`src/rtl/uart_pkg.sv`:
```
// Shared definitions for the uart register bridge: FSM state encoding,
// default reply bytes and the command-byte layout.
package uart_pkg;

    typedef enum logic [2:0] {
        IDLE,
        GET_DATA,
        WRITE,
        READ,
        SEND,
        WAIT_TX
    } state_t;

    localparam logic [7:0] ACK_BYTE = 8'h06;
    localparam logic [7:0] NAK_BYTE = 8'h15;

    // Bit 7 of the command byte selects write (1) or read (0).
    localparam int RW_BIT = 7;

endpackage

```
`src/rtl/uart_reg_bridge_if.sv`:
```
// Byte-level uart handshake plus the simple register bus, bundled as one interface.
interface uart_reg_bridge_if;

    logic [7:0] rx_data;
    logic       rx_ready;
    logic       rx_err;
    logic [7:0] tx_data;
    logic       tx_send;
    logic       tx_busy;
    logic [6:0] reg_addr;
    logic [7:0] reg_wdata;
    logic       reg_we;
    logic       reg_re;
    logic [7:0] reg_rdata;

    // The bridge is the slave; uart and register file together form the master side.
    modport slave (
        input  rx_data, rx_ready, rx_err, tx_busy, reg_rdata,
        output tx_data, tx_send, reg_addr, reg_wdata, reg_we, reg_re
    );

    modport master (
        output rx_data, rx_ready, rx_err, tx_busy, reg_rdata,
        input  tx_data, tx_send, reg_addr, reg_wdata, reg_we, reg_re
    );

endinterface

```
`src/rtl/uart_tx_handshake.sv`:
```
// Holds tx_send with a stable byte until the transmitter has been seen idle and
// then busy, then waits for it to finish; done pulses as it returns to idle.
module uart_tx_handshake
    import uart_pkg::*;
(
    input  logic       clk,
    input  logic       reset,
    input  logic       start,
    input  logic [7:0] tx_byte,
    input  logic       tx_busy,
    output logic       tx_send,
    output logic [7:0] tx_data,
    output logic       done
);

    state_t     state, state_next;
    logic [7:0] data_next;
    logic       seen_idle, seen_idle_next;

    // NOTE: every variable written here gets a default first, so no path can infer a latch.
    always_comb begin
        state_next     = state;
        data_next      = tx_data;
        seen_idle_next = seen_idle;
        case (state)
            IDLE: begin
                if (start) begin
                    state_next     = SEND;
                    data_next      = tx_byte;
                    seen_idle_next = 1'b0;
                end
            end
            SEND: begin
                // A busy level left over from an earlier byte does not count as acceptance.
                if (!tx_busy) begin
                    seen_idle_next = 1'b1;
                end else if (seen_idle) begin
                    state_next = WAIT_TX;
                end
            end
            WAIT_TX: begin
                if (!tx_busy) begin
                    state_next = IDLE;
                end
            end
            default: state_next = IDLE;
        endcase
    end

    // NOTE: registers use non-blocking assignments so they all update from the same old values.
    always_ff @(posedge clk) begin
        if (reset) begin
            // NOTE: the data register is reset as well because it drives a visible output.
            state     <= IDLE;
            tx_data   <= '0;
            seen_idle <= 1'b0;
        end else begin
            state     <= state_next;
            tx_data   <= data_next;
            seen_idle <= seen_idle_next;
        end
    end

    assign tx_send = (state == SEND);
    assign done    = (state == WAIT_TX) && !tx_busy;

endmodule

```
`src/rtl/uart_reg_bridge.sv`:
```
// Register bridge: decodes read/write command frames from the uart receiver,
// drives a simple register bus and returns one reply byte per completed frame.
module uart_reg_bridge
    import uart_pkg::*;
#(
    parameter int         TimeoutWidth = 16,
    parameter int         Timeout      = 50000,
    parameter int         RdLatency    = 1,
    parameter logic [7:0] AckByte      = ACK_BYTE,
    parameter logic [7:0] NakByte      = NAK_BYTE
) (
    input  logic             clk,
    input  logic             reset,
    uart_reg_bridge_if.slave bus,
    output logic             busy,
    output logic             timeout,
    output logic             overrun
);

    localparam logic [TimeoutWidth-1:0] TimeoutLast = TimeoutWidth'(Timeout - 1);
    localparam logic [TimeoutWidth-1:0] ReadLast    = TimeoutWidth'(RdLatency);

    state_t                  state, state_next;
    logic [TimeoutWidth-1:0] cnt, cnt_next;
    logic [6:0]              addr, addr_next;
    logic [7:0]              wdata, wdata_next;
    logic                    overrun_next;
    logic                    rx_ok;
    logic                    hs_start;
    logic                    hs_done;
    logic [7:0]              hs_byte;

    assign rx_ok = bus.rx_ready && !bus.rx_err;

    // The counter times the data-byte gap in GET_DATA and the read latency in READ.
    always_comb begin
        state_next   = state;
        cnt_next     = cnt;
        addr_next    = addr;
        wdata_next   = wdata;
        overrun_next = overrun;
        hs_start     = 1'b0;
        hs_byte      = AckByte;
        timeout      = 1'b0;
        case (state)
            IDLE: begin
                if (rx_ok) begin
                    addr_next  = bus.rx_data[6:0];
                    cnt_next   = '0;
                    state_next = bus.rx_data[RW_BIT] ? GET_DATA : READ;
                end
            end
            GET_DATA: begin
                cnt_next = cnt + 1'b1;
                if (bus.rx_ready) begin
                    if (bus.rx_err) begin
                        hs_start   = 1'b1;
                        hs_byte    = NakByte;
                        state_next = SEND;
                    end else begin
                        wdata_next = bus.rx_data;
                        state_next = WRITE;
                    end
                end else if (cnt == TimeoutLast) begin
                    timeout    = 1'b1;
                    state_next = IDLE;
                end
            end
            WRITE: begin
                hs_start   = 1'b1;
                hs_byte    = AckByte;
                state_next = SEND;
            end
            READ: begin
                cnt_next = cnt + 1'b1;
                if (cnt == ReadLast) begin
                    hs_start   = 1'b1;
                    hs_byte    = bus.reg_rdata;
                    state_next = SEND;
                end
            end
            SEND: begin
                // SEND here spans both handshake phases; the sub-module tracks them.
                if (hs_done) begin
                    state_next = IDLE;
                end
            end
            default: state_next = IDLE;
        endcase
        if (bus.rx_ready && (state inside {WRITE, READ, SEND, WAIT_TX})) begin
            overrun_next = 1'b1;
        end
    end

    always_ff @(posedge clk) begin
        if (reset) begin
            state   <= IDLE;
            cnt     <= '0;
            addr    <= '0;
            wdata   <= '0;
            overrun <= 1'b0;
        end else begin
            state   <= state_next;
            cnt     <= cnt_next;
            addr    <= addr_next;
            wdata   <= wdata_next;
            overrun <= overrun_next;
        end
    end

    assign bus.reg_addr  = addr;
    assign bus.reg_wdata = wdata;
    assign bus.reg_we    = (state == WRITE);
    assign bus.reg_re    = (state == READ) && (cnt == '0);
    assign busy          = (state != IDLE);

    uart_tx_handshake u_tx (
        .clk     (clk),
        .reset   (reset),
        .start   (hs_start),
        .tx_byte (hs_byte),
        .tx_busy (bus.tx_busy),
        .tx_send (bus.tx_send),
        .tx_data (bus.tx_data),
        .done    (hs_done)
    );

endmodule
```
`src/flat_wrapper.sv`:
```
// flat-port wrapper written by rule: the top's interface ports become plain ports
module uart_reg_bridge_flat import uart_pkg::*;
#(
    parameter int         TimeoutWidth = 16,
    parameter int         Timeout      = 50000,
    parameter int         RdLatency    = 1,
    parameter logic [7:0] AckByte      = ACK_BYTE,
    parameter logic [7:0] NakByte      = NAK_BYTE
)
  (clk, reset, busy, timeout, overrun, bus_rx_data, bus_rx_ready, bus_rx_err, bus_tx_busy, bus_reg_rdata, bus_tx_data, bus_tx_send, bus_reg_addr, bus_reg_wdata, bus_reg_we, bus_reg_re);
  uart_reg_bridge_if bus_i ();
  input  logic clk;
  input  logic reset;
  output logic busy;
  output logic timeout;
  output logic overrun;
  input wire logic [$bits(bus_i.rx_data)-1:0] bus_rx_data;
  input wire logic [$bits(bus_i.rx_ready)-1:0] bus_rx_ready;
  input wire logic [$bits(bus_i.rx_err)-1:0] bus_rx_err;
  input wire logic [$bits(bus_i.tx_busy)-1:0] bus_tx_busy;
  input wire logic [$bits(bus_i.reg_rdata)-1:0] bus_reg_rdata;
  output wire logic [$bits(bus_i.tx_data)-1:0] bus_tx_data;
  output wire logic [$bits(bus_i.tx_send)-1:0] bus_tx_send;
  output wire logic [$bits(bus_i.reg_addr)-1:0] bus_reg_addr;
  output wire logic [$bits(bus_i.reg_wdata)-1:0] bus_reg_wdata;
  output wire logic [$bits(bus_i.reg_we)-1:0] bus_reg_we;
  output wire logic [$bits(bus_i.reg_re)-1:0] bus_reg_re;
  assign bus_i.rx_data = bus_rx_data;
  assign bus_i.rx_ready = bus_rx_ready;
  assign bus_i.rx_err = bus_rx_err;
  assign bus_i.tx_busy = bus_tx_busy;
  assign bus_i.reg_rdata = bus_reg_rdata;
  assign bus_tx_data = bus_i.tx_data;
  assign bus_tx_send = bus_i.tx_send;
  assign bus_reg_addr = bus_i.reg_addr;
  assign bus_reg_wdata = bus_i.reg_wdata;
  assign bus_reg_we = bus_i.reg_we;
  assign bus_reg_re = bus_i.reg_re;
  uart_reg_bridge #(.TimeoutWidth(TimeoutWidth), .Timeout(Timeout), .RdLatency(RdLatency), .AckByte(AckByte), .NakByte(NakByte)) u_core (.clk(clk), .reset(reset), .bus(bus_i), .busy(busy), .timeout(timeout), .overrun(overrun));
endmodule
```
`config.mk`:
```
export PLATFORM = sky130hd
export DESIGN_NAME = uart_reg_bridge_flat
export DESIGN_NICKNAME = d
export VERILOG_FILES = /design/src/rtl/uart_pkg.sv /design/src/rtl/uart_reg_bridge_if.sv /design/src/rtl/uart_tx_handshake.sv /design/src/rtl/uart_reg_bridge.sv /design/src/flat_wrapper.sv
export SDC_FILE = /design/constraint.sdc
export NUM_CORES = 1
export LEC_CHECK = 0
export CORE_UTILIZATION = 52
export CTS_BUF_LIST = sky130_fd_sc_hd__clkbuf_4
export DETAILED_ROUTE_END_ITERATION = 8
export PLACE_DENSITY = 0.81
export SYNTH_ARGS = -nofsm -noshare
export SYNTH_HDL_FRONTEND = slang
export SYNTH_SLANG_ARGS = --single-unit
```
`constraint.sdc`:
```
create_clock -name clk -period 2.65 [get_ports clk]
set_input_delay 0.53 -clock clk [delete_from_list [all_inputs] [get_ports clk]]
set_output_delay 0.53 -clock clk [all_outputs]
set_load 0.005 [all_outputs]
```
==> results.md, run 1 <==
* Status: completed
* P&R area growth vs syn at 30.6%
* Post-route ant nets at 0
* Starting DRT DRC Count at 133
* Total global routing overflow at 0
* RSZ-0062 raised after global routing: false
* Final Skew at 0.0121 ns
* Max FO, Critical Path at 2
* Ys async rst share at 0
* Worst setup margin at 0.0932 ns
* Drt first pass iters at 4
* Max Fclk at 0.391 GHz
* Synth Warn # at 0
* Seq/Total Area, Yosys at 0.409
* Fin. max-slew vios at 0
* Minimum clock period at 2.56 ns
* Row count at 23
* Nets at 344
* Pre-CTS setup slack at -0.0356 ns
* Non-Filler Instances at 371
* Cells on worst reg2reg path at 7
* H-tree Lvls at 2
* Routed length per instance at 14.5 um
* Reg2reg end: u_core.u_tx.tx_data[3]$_SDFFE_PP0P_
* Sink Count at 46
* Leak pwr at 1.07 nW
* WHS Endpoint: u_core.bus.reg_addr[0]$_SDFFE_PP0P_
* # port buffers at 49
* Final Hold Fails at 0
* Setup bufs post-CTS at 0
* Worst slew margin at 0.595
* TritonCTS Buffers at 5
* Root Driver: clkbuf_4
* Worst-margin pin slew at 0.607 ns
* CP Launch Type: flop
* Synth top area cells: dfxtp_1, a21oi_1, nand2_1
* Total GRT Usage at 0.252
* Mapped Cells at 260
* Avg Cell Area, Syn at 8.65 um2
* RePlAce Congestion at 0.828
* Worst skew pair latency at 0.37 ns
* Synth unique cells at 48
* Antenna violations before repair at 0
* Pwr Total at 1.40 mW
* Hold_sp: u_core.bus.reg_addr[0]$_SDFFE_PP0P_
* Post-route clock period utilization at 0.965
* Initial core utilization at 0.551
* CP Class: flop to output port
* Placed insts at 363
* Core area at 4090 um2
* Hold Path Class: flop to flop
* Pin count of the biggest net entering global routing at 20
* Crit. End Element: output port
* Die area at 4590 um2
* Die Wd at 67.8 um
* Synth Cell Area at 2250 um2
* WHS Path Cells at 2
* Post-synth EDFFs at 0
* Final setup viols at 0
* Clk slew on worst S/H paths at 0.14 ns
* IO Count at 50
* Post-DP HPWL at 3840 um
* RR Startpoint: u_core.cnt[13]$_SDFFE_PP0P_
* Worst hold margin at 0.464 ns
* Vias in the first global route at 1886
* WP data required at 2.12 ns
* Vias after detailed routing at 2121
* Clock buffer depth at 2
* Max_cap viols at 0
* CP arrival at 2.03 ns
* Top-area cell type share of the netlist area at 0.409
* Setup slack, reg-to-reg at 0.52 ns
* First-pass GRT wire length at 8560 um
* P per Cell Area at 476 nW/um2
* TritonCTS clock tree: yes
* VDD IR-drop max at 0.000370 V
* DR DRC count at 0
* Yosys reg bits at 46
* Chip height at 67.8 um
* Layout cells sized above 1 at 0.121
* Antenna fix cells at 0
* Synth area leader: dfxtp_1
* Post-DR vias/cell at 5.72
* Prevailing post-synth register cell: dfxtp_1
* Post-synth net total at 284
* Total wire length at 5390 um
[state kept, by name (all words and copies together) (netlist names)]
signal and count:
u_core.overrun 1, u_core.u_tx.tx_data 8, u_core.bus.reg_addr 7, u_core.u_tx.state 2, u_core.bus.reg_wdata 8, u_core.state 3
u_core.cnt 16, u_core.u_tx.seen_idle 1
[metrics by stage]
step	TNS [ns]	instance area [um2]	utilization
2_1_floorplan	0	2250	-
3_3_place_gp	-0.0394	2880	0.705
3_5_place_dp	-0.0356	2880	0.705
4_1_cts	0	2940	0.720
5_1_grt	0	2940	0.719
6_report	0	2940	0.719
[cells in the final DEF, fill, tap and decap left out, types with 2 or more instances in the layout]
master,n
nor4_4,2
o211ai_1,2
ha_1,3
a211oi_1,2
o21ba_1,2
buf_2,2
nand4b_1,6
o31ai_1,3
or4_4,2
o2111ai_1,2
a31oi_1,3
a21oi_1,31
nor3_1,6
clkbuf_4,5
o31a_1,2
dfxtp_1,46
or3_1,6
and4_1,3
buf_4,20
inv_1,6
mux2i_1,5
a211oi_2,2
and3_1,2
nand3_1,14
clkdlybuf4s50_1,47
or4_1,4
o21ai_0,5
and2_1,3
xor2_1,6
nor2_1,14
nand2b_1,9
nor2b_1,4
o21a_1,3
nand4_1,3
nand2_1,31
[worst max-delay path, cell delays in order (launching register included)]
cell     delay (ns)
dfxtp_1        0.33
or4_4          0.53
buf_4          0.15
nor4_4         0.28
and4_1         0.23
buf_2          0.14
[final cells by class]
cell class              instances  area [um2]
repair buffers                 69         631
well taps                      50        62.6
fillers                       333        1150
inverters                       6        22.5
clock inverters                 3        16.3
multi-input cells             192        1250
flip-flops and latches         46         921
clock buffers                   5        37.5
[what timing repair did]
action | 4_1_cts | 5_1_grt
hold buffers | 0 | 0
setup endpoints to repair | 2 | 2
resized for setup | 9 | 1
pin swaps | 3 | 1
[report_power, final]
group          leakage (nW)  internal (mW)  switching (mW)
clock network        0.0286         0.0989           0.233
registers             0.372          0.726          0.0440
logic                 0.669          0.160           0.138
[cells in the mapped netlist, types with 5 or more instances]
master / instances
inv_1: 6
clkbuf_1: 11
o21ai_0: 5
nand2b_1: 9
a21oi_1: 31
or3_1: 6
nand3_1: 14
xor2_1: 6
nand2_1: 31
dfxtp_1: 46
nand4b_1: 6
nor2_1: 14
nor3_1: 6
mux2i_1: 5
[worst max path at each step]
stage / startpoint / to
detailed placement: u_core.cnt[13]$_SDFFE_PP0P_ / timeout
floorplan: u_core.cnt[13]$_SDFFE_PP0P_ / timeout
global placement: u_core.cnt[13]$_SDFFE_PP0P_ / timeout
CTS: u_core.cnt[13]$_SDFFE_PP0P_ / timeout
finish: u_core.cnt[13]$_SDFFE_PP0P_ / bus_reg_re
global route: u_core.cnt[13]$_SDFFE_PP0P_ / bus_reg_re
[cells by family after synthesis]
group,Yosys count,share of synthesized area
AOI/OAI and AO/OA,63,0.188
xor gates and xnor gates,6,0.0234
adders and majority gates,3,0.0167
buffers and inverters,22,0.0428
DFF,46,0.409
muxes,5,0.0222
and+or+nand+nor,115,0.298
[per-layer routing]
layer	global-route usage	part of all wire	vias to the layer above
li1	-	-	1059
met5	0	0	-
met4	0.0781	0.013	0
met1	0.308	0.45	992
met3	0.0895	0.072	9
met2	0.411	0.47	61
No activity file was read; power rests on OpenSTA's default activity.
==> run 2: changes to the inputs <==
- CORE_UTILIZATION: 52 -> 47
- PLACE_DENSITY: 0.81 -> 0.77
- clock period: 2.65 -> 2.3 ns (I/O delays scaled with it)
==> run 2 against run 1 <==
The run now ends with design-rule violations, negative setup slack left. Hold slack is essentially flat. Die area rose by 10%. Critical endpoint is now timeout. Count of clock-buffer cells in the layout unchanged.
==> results.md, run 2 (same netlist as run 1, synthesis figures left out) <==
* Status: complete, but fails checks
* Failing checks: design-rule violations, negative setup slack
* Die Wd at 71.2 um (+5.0%)
* Chip height at 71.2 um (+5.0%)
* # port buffers at 49 (unchanged)
* Setup slack, reg-to-reg at 0.19 ns (-0.33 ns)
* WHS Path Cells at 2 (unchanged)
* Switching power at 0.509 mW (+23%)
* WP depth at 4 (-1)
* Antenna violations before repair at 0 (unchanged)
* CP max-delay cell: or4_4
* Pre-CTS setup slack at -0.397 ns (-0.361 ns)
* Post-route clock period utilization at 1.08
* CP arrival at 2.02 ns (about the same)
* Die area at 5070 um2 (+10%)
* P&R area growth vs syn at 37.5%
* Leak pwr at 1.16 nW (+8.1%)
* Largest stage delay, worst path at 0.54 ns (about the same)
* Max_cap viols at 0 (unchanged)
* Cells on worst reg2reg path at 7 (unchanged)
* RR Startpoint: u_core.cnt[13]$_SDFFE_PP0P_
* Starting DRT DRC Count at 108 (-19%)
* Vias after detailed routing at 2161 (+1.9%)
* Combinational fraction of design power at 0.228 (+0.015)
* Reg with most FFs: u_core.cnt
* Most frequent cells in the layout: clkdlybuf4s50_1, dfxtp_1, nand2_1, a21oi_1, buf_4
* Worst-margin pin slew at 0.567 ns (-0.0403 ns)
* Max Fclk at 0.403 GHz
* Total wire length at 5500 um (+2.0%)
* Nets at 358 (+4.1%)
* Hold Buf Count CTS at 0 (unchanged)
* P_int at 1.17 mW (+19%)
* Final setup viols at 2 (+2)
* RePlAce Congestion at 0.925 (+12%)
* First-pass GRT wire length at 9400 um (+9.9%)
* WP data required at 1.84 ns (-0.28 ns)
* Routed length per instance at 14.2 um (-2.2%)
* RSZ-0062 raised after global routing: true
* Drt first pass iters at 6 (+2)
* Clock network fraction of total power at 0.249 (+0.012)
* Fin. max-slew vios at 0 (unchanged)
* Crit. End Element: output port
* Antenna fix cells at 0 (unchanged)
* Initial core utilization at 0.503 (-0.0477)
* Crit-path most repeated cell: or4_4
* Total GRT Usage at 0.234 (-0.0176)
* Final Skew at 0.0143 ns (+0.00226 ns)
* Most common cell after layout, fill and taps aside: clkdlybuf4s50_1
* Worst slew margin at 0.622 (+0.0271)
* P per Cell Area at 543 nW/um2 (+14%)
* Max FO, Critical Path at 2 (unchanged)
* Total global routing overflow at 0 (unchanged)
* Crit-path cells: or4_4 > or4_4 > nor4_4 > buf_2
* Hold_sp: u_core.bus.reg_addr[2]$_SDFFE_PP0P_
* Worst skew pair latency at 0.38 ns (about the same)
* H-tree Lvls at 2 (unchanged)
* Clock buffer depth at 2 (unchanged)
* Post-route cell area at 3090 um2 (+5.3%)
* Vias in the first global route at 2026 (+7.4%)
* Worst setup margin at -0.182 ns (-0.275 ns)
* Reg power frac at 0.523 (-0.027)
* Max reg flops at 16 (unchanged)
* Sw Share at 0.303 (+0.00701)
* Clk slew on worst S/H paths at 0.14 ns (about the same)
* Post-DR vias/cell at 5.58 (-2.3%)
* Root Driver: clkbuf_4
* CP Class: flop to output port
* Final Hold Fails at 0 (unchanged)
* Row count at 24 (+4.3%)
* TritonCTS clock tree: yes
* Layout cells sized above 1 at 0.176 (+0.0546)
* Setup bufs post-CTS at 0 (unchanged)
* Core area at 4470 um2 (+9.5%)
* Sink Count at 46 (unchanged)
* Delay-heaviest family, CP: simple AND/OR/NAND/NOR gates
* CP Launch Type: flop
* Post-DP HPWL at 4070 um (+6.0%)
* TritonCTS Buffers at 5 (unchanged)
* VDD IR-drop max at 0.000512 V (+38%)
* Post-Place Cell Area at 3010 um2 (+4.6%)
* Post-route ant nets at 0 (unchanged)
* Hold Path Class: flop to flop
* Minimum clock period at 2.48 ns
* IO Count at 50 (unchanged)
* Worst setup startpoint: u_core.cnt[13]$_SDFFE_PP0P_
* DR DRC count at 1 (+1)
* Worst path bufs/invs at 1 (-1)
* Pin count of the biggest net entering global routing at 21 (+5.0%)
run 2: power by group through the flow:
stage | Sequential, mW | Combinational [mW] | Clock [mW]
after floorplan | 0.883 | 0.191 | 0
after global placement | 0.891 | 0.373 | 0
after detailed placement | 0.891 | 0.378 | 0
after CTS | 0.875 | 0.382 | 0.428
after global routing | 0.884 | 0.421 | 0.462
final | 0.879 | 0.383 | 0.419
run 2: worst paths after layout:
path                                                             to
worst max-delay path                                        timeout
worst min-delay path            u_core.bus.reg_addr[2]$_SDFFE_PP0P_
worst min register to register  u_core.bus.reg_addr[2]$_SDFFE_PP0P_
worst max register to register  u_core.u_tx.tx_data[7]$_SDFFE_PP0P_
run 2: layout make-up:
type / instances / area [um2]
inverters: 6 / 22.5
multi-input cells: 192 / 1250
fillers: 363 / 1380
clock buffers: 5 / 37.5
well taps: 52 / 65.1
repair buffers: 83 / 764
flip-flops and latches: 46 / 926
clock inverters: 3 / 25.0
run 2: metrics by stage:
step	total power [mW]	hold WS, ns	std cells	TNS [ns]	util
final	1.68	0.464	387	-0.351	0.691
after global routing	1.77	0.487	387	-0.502	0.691
after CTS	1.68	0.468	387	-0.387	0.690
after detailed placement	1.27	0.448	379	-0.974	0.673
after floorplan	1.07	0.453	260	0	-
after global placement	1.26	0.442	379	-0.784	0.673
run 2: what timing repair did:
item | CTS | global route
endpoints found under the setup margin | 3 | 4
resized for setup | 13 | 3
pin swaps | 3 | 0
run 2: worst min-delay path: cells and delay by family, from the launching register on:
family | cells | cell delay, ns
AND/OR/NAND/NOR | 1 | 0.05
AO/OA/AOI/OAI | 1 | 0.05
flip-flops | 1 | 0.34
run 2: routing by layer:
| layer | up-vias | share of wire | GRT usage |
|---|---|---|---|
| met2 | 51 | 0.47 | 0.385 |
| met3 | 5 | 0.055 | 0.0584 |
| met1 | 1012 | 0.47 | 0.311 |
| met5 | - | 0 | 0 |
| li1 | 1093 | - | - |
| met4 | 0 | 0.0087 | 0.0533 |
